## config.mk

```make
export PLATFORM = sky130hd
export DESIGN_NAME = cycle_sequencer
export DESIGN_NICKNAME = d
export VERILOG_FILES = /design/src/rtl/cycle_sequencer.sv
export SDC_FILE = /design/constraint.sdc
export NUM_CORES = 1
export LEC_CHECK = 0
export CORE_ASPECT_RATIO = 0.9
export CORE_MARGIN = 2
export CORE_UTILIZATION = 51
export CTS_CLUSTER_DIAMETER = 80
export CTS_CLUSTER_SIZE = 8
export DETAILED_ROUTE_END_ITERATION = 6
export PLACE_DENSITY = 0.85
export SLEW_MARGIN = 30
export SYNTH_ARGS = -nofsm -noshare
export SYNTH_HDL_FRONTEND = slang
export SYNTH_SLANG_ARGS = --single-unit
```

## constraint.sdc

```tcl
create_clock -name clk -period 4.2 [get_ports clk]
set_input_delay 0.84 -clock clk [delete_from_list [all_inputs] [get_ports clk]]
set_output_delay 0.84 -clock clk [all_outputs]
set_load 0.01 [all_outputs]
```

## src/rtl/cycle_sequencer.sv

```systemverilog
// Multi-cycle instruction sequencer: fetch/decode/exec/mem/wb control with a
// single-level edge-triggered interrupt, RETI return path and absorbing halt.
module cycle_sequencer (
  input  logic        clk,
  input  logic        rst,
  input  logic        INT,
  input  logic [5:0]  opcode,
  input  logic        rdMem,
  input  logic        wrMem,
  input  logic        wrReg,
  input  logic        mem_ready,
  output logic        ir_load,
  output logic        ifetch_en,
  output logic        rdMem_en,
  output logic        wrMem_en,
  output logic        wrReg_en,
  output logic        updPC,
  output logic [1:0]  pc_sel,
  output logic        epc_save,
  output logic        int_ack,
  output logic [2:0]  state,
  output logic        halted,
  output logic [31:0] retired
);

  localparam int unsigned OPW = 6;
  localparam logic [OPW-1:0] OP_HALT = 6'b111111;
  localparam logic [OPW-1:0] OP_RETI = 6'b111110;

  localparam logic [1:0] PC_SEQ = 2'b00;
  localparam logic [1:0] PC_ISR = 2'b01;
  localparam logic [1:0] PC_EPC = 2'b10;

  typedef enum logic [2:0] {
    S_FETCH  = 3'd0,
    S_DECODE = 3'd1,
    S_EXEC   = 3'd2,
    S_MEM    = 3'd3,
    S_WB     = 3'd4,
    S_ISR    = 3'd5,
    S_HALT   = 3'd6,
    S_BAD    = 3'd7
  } state_t;

  state_t cur, nxt;
  logic   int_q;
  logic   int_pending;
  logic   int_en;
  logic   retire;
  logic   reti;
  logic   int_edge;

  assign int_edge = INT & ~int_q;

  // Next-state and per-state control decode; reset forces every control low.
  always_comb begin
    nxt       = cur;
    retire    = 1'b0;
    reti      = 1'b0;
    ir_load   = 1'b0;
    ifetch_en = 1'b0;
    rdMem_en  = 1'b0;
    wrMem_en  = 1'b0;
    wrReg_en  = 1'b0;
    updPC     = 1'b0;
    pc_sel    = PC_SEQ;
    epc_save  = 1'b0;
    int_ack   = 1'b0;

    case (cur)
      S_FETCH: begin
        ifetch_en = 1'b1;
        if (mem_ready) begin
          ir_load = 1'b1;
          nxt     = S_DECODE;
        end
      end
      S_DECODE: nxt = (opcode == OP_HALT) ? S_HALT : S_EXEC;
      S_EXEC: begin
        if (opcode == OP_RETI) begin
          retire = 1'b1;
          reti   = 1'b1;
        end else if (rdMem | wrMem) begin
          nxt = S_MEM;
        end else if (wrReg) begin
          nxt = S_WB;
        end else begin
          retire = 1'b1;
        end
      end
      S_MEM: begin
        // Read takes priority so the two data enables never overlap.
        rdMem_en = rdMem;
        wrMem_en = wrMem & ~rdMem;
        if (mem_ready) begin
          if (rdMem & wrReg) nxt = S_WB;
          else               retire = 1'b1;
        end
      end
      S_WB: begin
        wrReg_en = 1'b1;
        retire   = 1'b1;
      end
      S_ISR: begin
        epc_save = 1'b1;
        int_ack  = 1'b1;
        updPC    = 1'b1;
        pc_sel   = PC_ISR;
        nxt      = S_FETCH;
      end
      S_HALT:  nxt = S_HALT;
      default: nxt = S_FETCH;
    endcase

    if (retire) begin
      updPC  = 1'b1;
      pc_sel = reti ? PC_EPC : PC_SEQ;
      nxt    = (int_pending && int_en) ? S_ISR : S_FETCH;
    end

    if (rst) begin
      ir_load   = 1'b0;
      ifetch_en = 1'b0;
      rdMem_en  = 1'b0;
      wrMem_en  = 1'b0;
      wrReg_en  = 1'b0;
      updPC     = 1'b0;
      pc_sel    = PC_SEQ;
      epc_save  = 1'b0;
      int_ack   = 1'b0;
    end
  end

  assign state  = cur;
  assign halted = (cur == S_HALT) && !rst;

  // State, interrupt bookkeeping and retire counter.
  always_ff @(posedge clk) begin
    if (rst) begin
      cur         <= S_FETCH;
      int_q       <= 1'b0;
      int_pending <= 1'b0;
      int_en      <= 1'b1;
      retired     <= 32'd0;
    end else begin
      cur   <= nxt;
      int_q <= INT;
      // A fresh edge arriving during ISR is a new request and survives the clear.
      if (int_edge)            int_pending <= 1'b1;
      else if (cur == S_ISR)   int_pending <= 1'b0;
      if (cur == S_ISR)        int_en <= 1'b0;
      else if (retire && reti) int_en <= 1'b1;
      if (retire)              retired <= retired + 32'd1;
    end
  end

endmodule
```

==> run metrics <==
RSZ-0062 raised after global routing=false; gr usage total=22.79%; Worst Reg-to-Reg Cells=6; Initial Util=54.08%; Worst-Margin Slew=0.9719 ns; worst vdd ir=0.0002178 V; Post-Synthesis Cells=261; # diodes=0; setup slack, reg-to-reg=1.96 ns; Max Used Layer=met4; vias in the first global route=1841; Layout area overhead=33.19%; Hold Crit Class=reg2reg; Core ar.=3757 um^2; Clock Sink Count=38; Most used DFF post-synth=dfxtp_1; sequential share of power=53.1%; most frequent cells in the layout=clkdlybuf4s50_1 (58), a21oi_1 (38), dfxtp_1 (38), o21ai_0 (19), or3_1 (17); Post-synth EDFFs=0; worst path arrival time=2.65 ns; WL per Instance=~14 um; H-tree Lvls=2; Post-Syn Area=2032 um^2; crit path time final=about 3.5 ns; CTS resizes=0; Ports=a little under 60; final core utilization=roughly 70%; clk root buf=clkbuf_8; final net count=roughly 330; Yosys reg bits=38; sequential-to-total area share from yosys stat=37.44%; PortBufs=58; worst flop-to-flop path endpoint=retired[16]; leakage power=0.0007928 uW; Worst slew margin=35.21%; critical path class=in2out; final hold vios=0; final HPWL from detailed placement=3.500 mm; P_sw=roughly 170 uW; Die Width=between 70 and 80 um; row count=21; die area=4506 um^2; dpl cells=350; antenna violations before repair=0; CTS tree=built; Fmax=about 290 MHz; hold_ws=0.4884 ns; CP required=3.36 ns; final number of setup-violating endpoints=0; cts bufs inserted=5; DR WL met2=2.280 mm; CP Capture Type=output port; final worst path period share=around 83%; Fin Clk Skew=0.008970 ns; Die Ht=63.88 um; startpoint type of the worst setup path=input pin; wl on met1=2.385 mm; DR WL met3=286 um; clock buffer depth=2; DRT Wirelength=5.006 mm; Pwr per Cell Area=260.4 nW/um^2; RD Place Congestion=0.8641; max-cap violations=0; Synth cell types=44; status=finished clean; antenna viol nets, final=0; DR DRC count=0; Post-Layout Cell Count=approximately 360; Overflow after GRT=0; Post-DP Area=2615 um^2; largest fanout on the critical path=6; Gate power share=10.6%; Clock Pin Slew Worst Setup and Hold Paths=0.07 ns; fraction of layout cells with a size suffix above 1=5.449%; Worst-Skew Late Latency=0.29 ns; CTS hold repair buffers=0; YS warnings=0; reg-to-reg startpoint=retired[0]; net count after synthesis=~280; routed vias/inst=~6; Final TNS setup=0 ns; FFs w/ async S/R, synth=0%; Starting DRT DRC Count=128; Slew Viols, Final=0; Initial DRT Pass Iterations=4; post-CTS setup buffer count=0; Clock Power Share=36.3%; CP startpoint=mem_ready; sw frac=24.34%; Vias=2168; largest net degree at the start of global routing=47; Setup crit end=updPC; first-pass GRT wire length=8.424 mm; Pint=533.2 uW; Post-Syn Area per Cell=7.785 um^2; post-route cell area=roughly 2700 um^2; commonest non-fill, non-tap cell in the layout=clkdlybuf4s50_1
[registers in the layout (all words and copies together) (netlist names)]
register     flops
int_pending      1
int_en           1
int_q            1
retired         32
state            3
[power groups by stage]
stage | combinational [uW] | sequential, uW | clock [uW]
finish | 74.5 | 374 | 256
global route | 82.0 | 375 | 282
floorplan | 44.7 | 378 | 0
global placement | 73.9 | 382 | 0
detailed placement | 74.1 | 382 | 0
CTS | 74.6 | 374 | 261
[cell type report]
class | count | area [um^2]
Sequential cell | 38 | 760.7
Multi-Input combinational cell | 198 | 1167
Clock buffer | 7 | 86.33
Clock inverter | 1 | 5.005
Fill cell | 319 | 1051
Tap cell | 46 | 57.56
Timing Repair Buffer | 61 | 603.1
Inverter | 7 | 26.28
[cell usage after synthesis (2+ instances only)]
cell,n,share of area [%]
o41ai_1,2,0.86
a221oi_1,2,0.86
nand4_1,10,3.1
and4_1,3,1.3
buf_2,2,0.49
a31oi_1,3,0.92
nand3_1,12,3.0
nand2b_1,3,0.92
dfxtp_1,38,37
clkbuf_1,13,2.4
nand2_1,16,3.0
inv_1,7,1.3
and2_1,2,0.62
or4_1,10,3.7
o31ai_1,12,4.4
nor4_1,2,0.62
nor3_1,8,2.0
a21oi_1,39,9.6
and3_1,2,0.62
o21ai_0,19,4.7
nor2_1,14,2.6
nor2b_1,3,0.92
nand3b_1,2,0.74
or3_1,17,5.2
[worst min path at each step]
stage	start	to	slack, ns	cells past startpoint
final	retired[31]	retired[31]	0.49	2
after global routing	retired[19]	retired[19]	0.53	2
after CTS	retired[31]	retired[31]	0.49	2
after floorplan	int_pending	int_pending	0.48	2
after global placement	retired[31]	retired[31]	0.46	2
after detailed placement	retired[31]	retired[31]	0.47	2
[cells by family after synthesis]
family	count (synthesis)	synth area share, %
XOR/XNOR	1	0.4311
AND/OR/NAND/NOR	113	32.45
buffers and inverters	25	5.296
AO/OA/AOI/OAI	83	23.77
flip-flops	38	37.44
adder cells (fa/ha/maj)	1	0.6157
[metrics by stage]
step	worst slack, ns	power [uW]
after detailed placement	0.7222	456.4
after global routing	0.5847	739.0
after global placement	0.7567	456.1
final	0.7145	704.7
after CTS	0.7107	709.9
after floorplan	1.281	422.4
[layer usage]
layer  vias to the layer above  global-route usage, %
met1                      1012                  30.40
met3                         5                  5.678
met2                        58                  36.44
li1                       1093                      -
met5                         -                      0
met4                         0                  7.075
[critical path: stages]
cell             delay, ns
clkdlybuf4s50_1       0.54
a21bo_2               0.24
o22ai_1               0.24
a21oi_2               0.07
a21oi_1               0.15
clkdlybuf4s50_1       0.56
No activity file was read; power rests on OpenSTA's default activity.
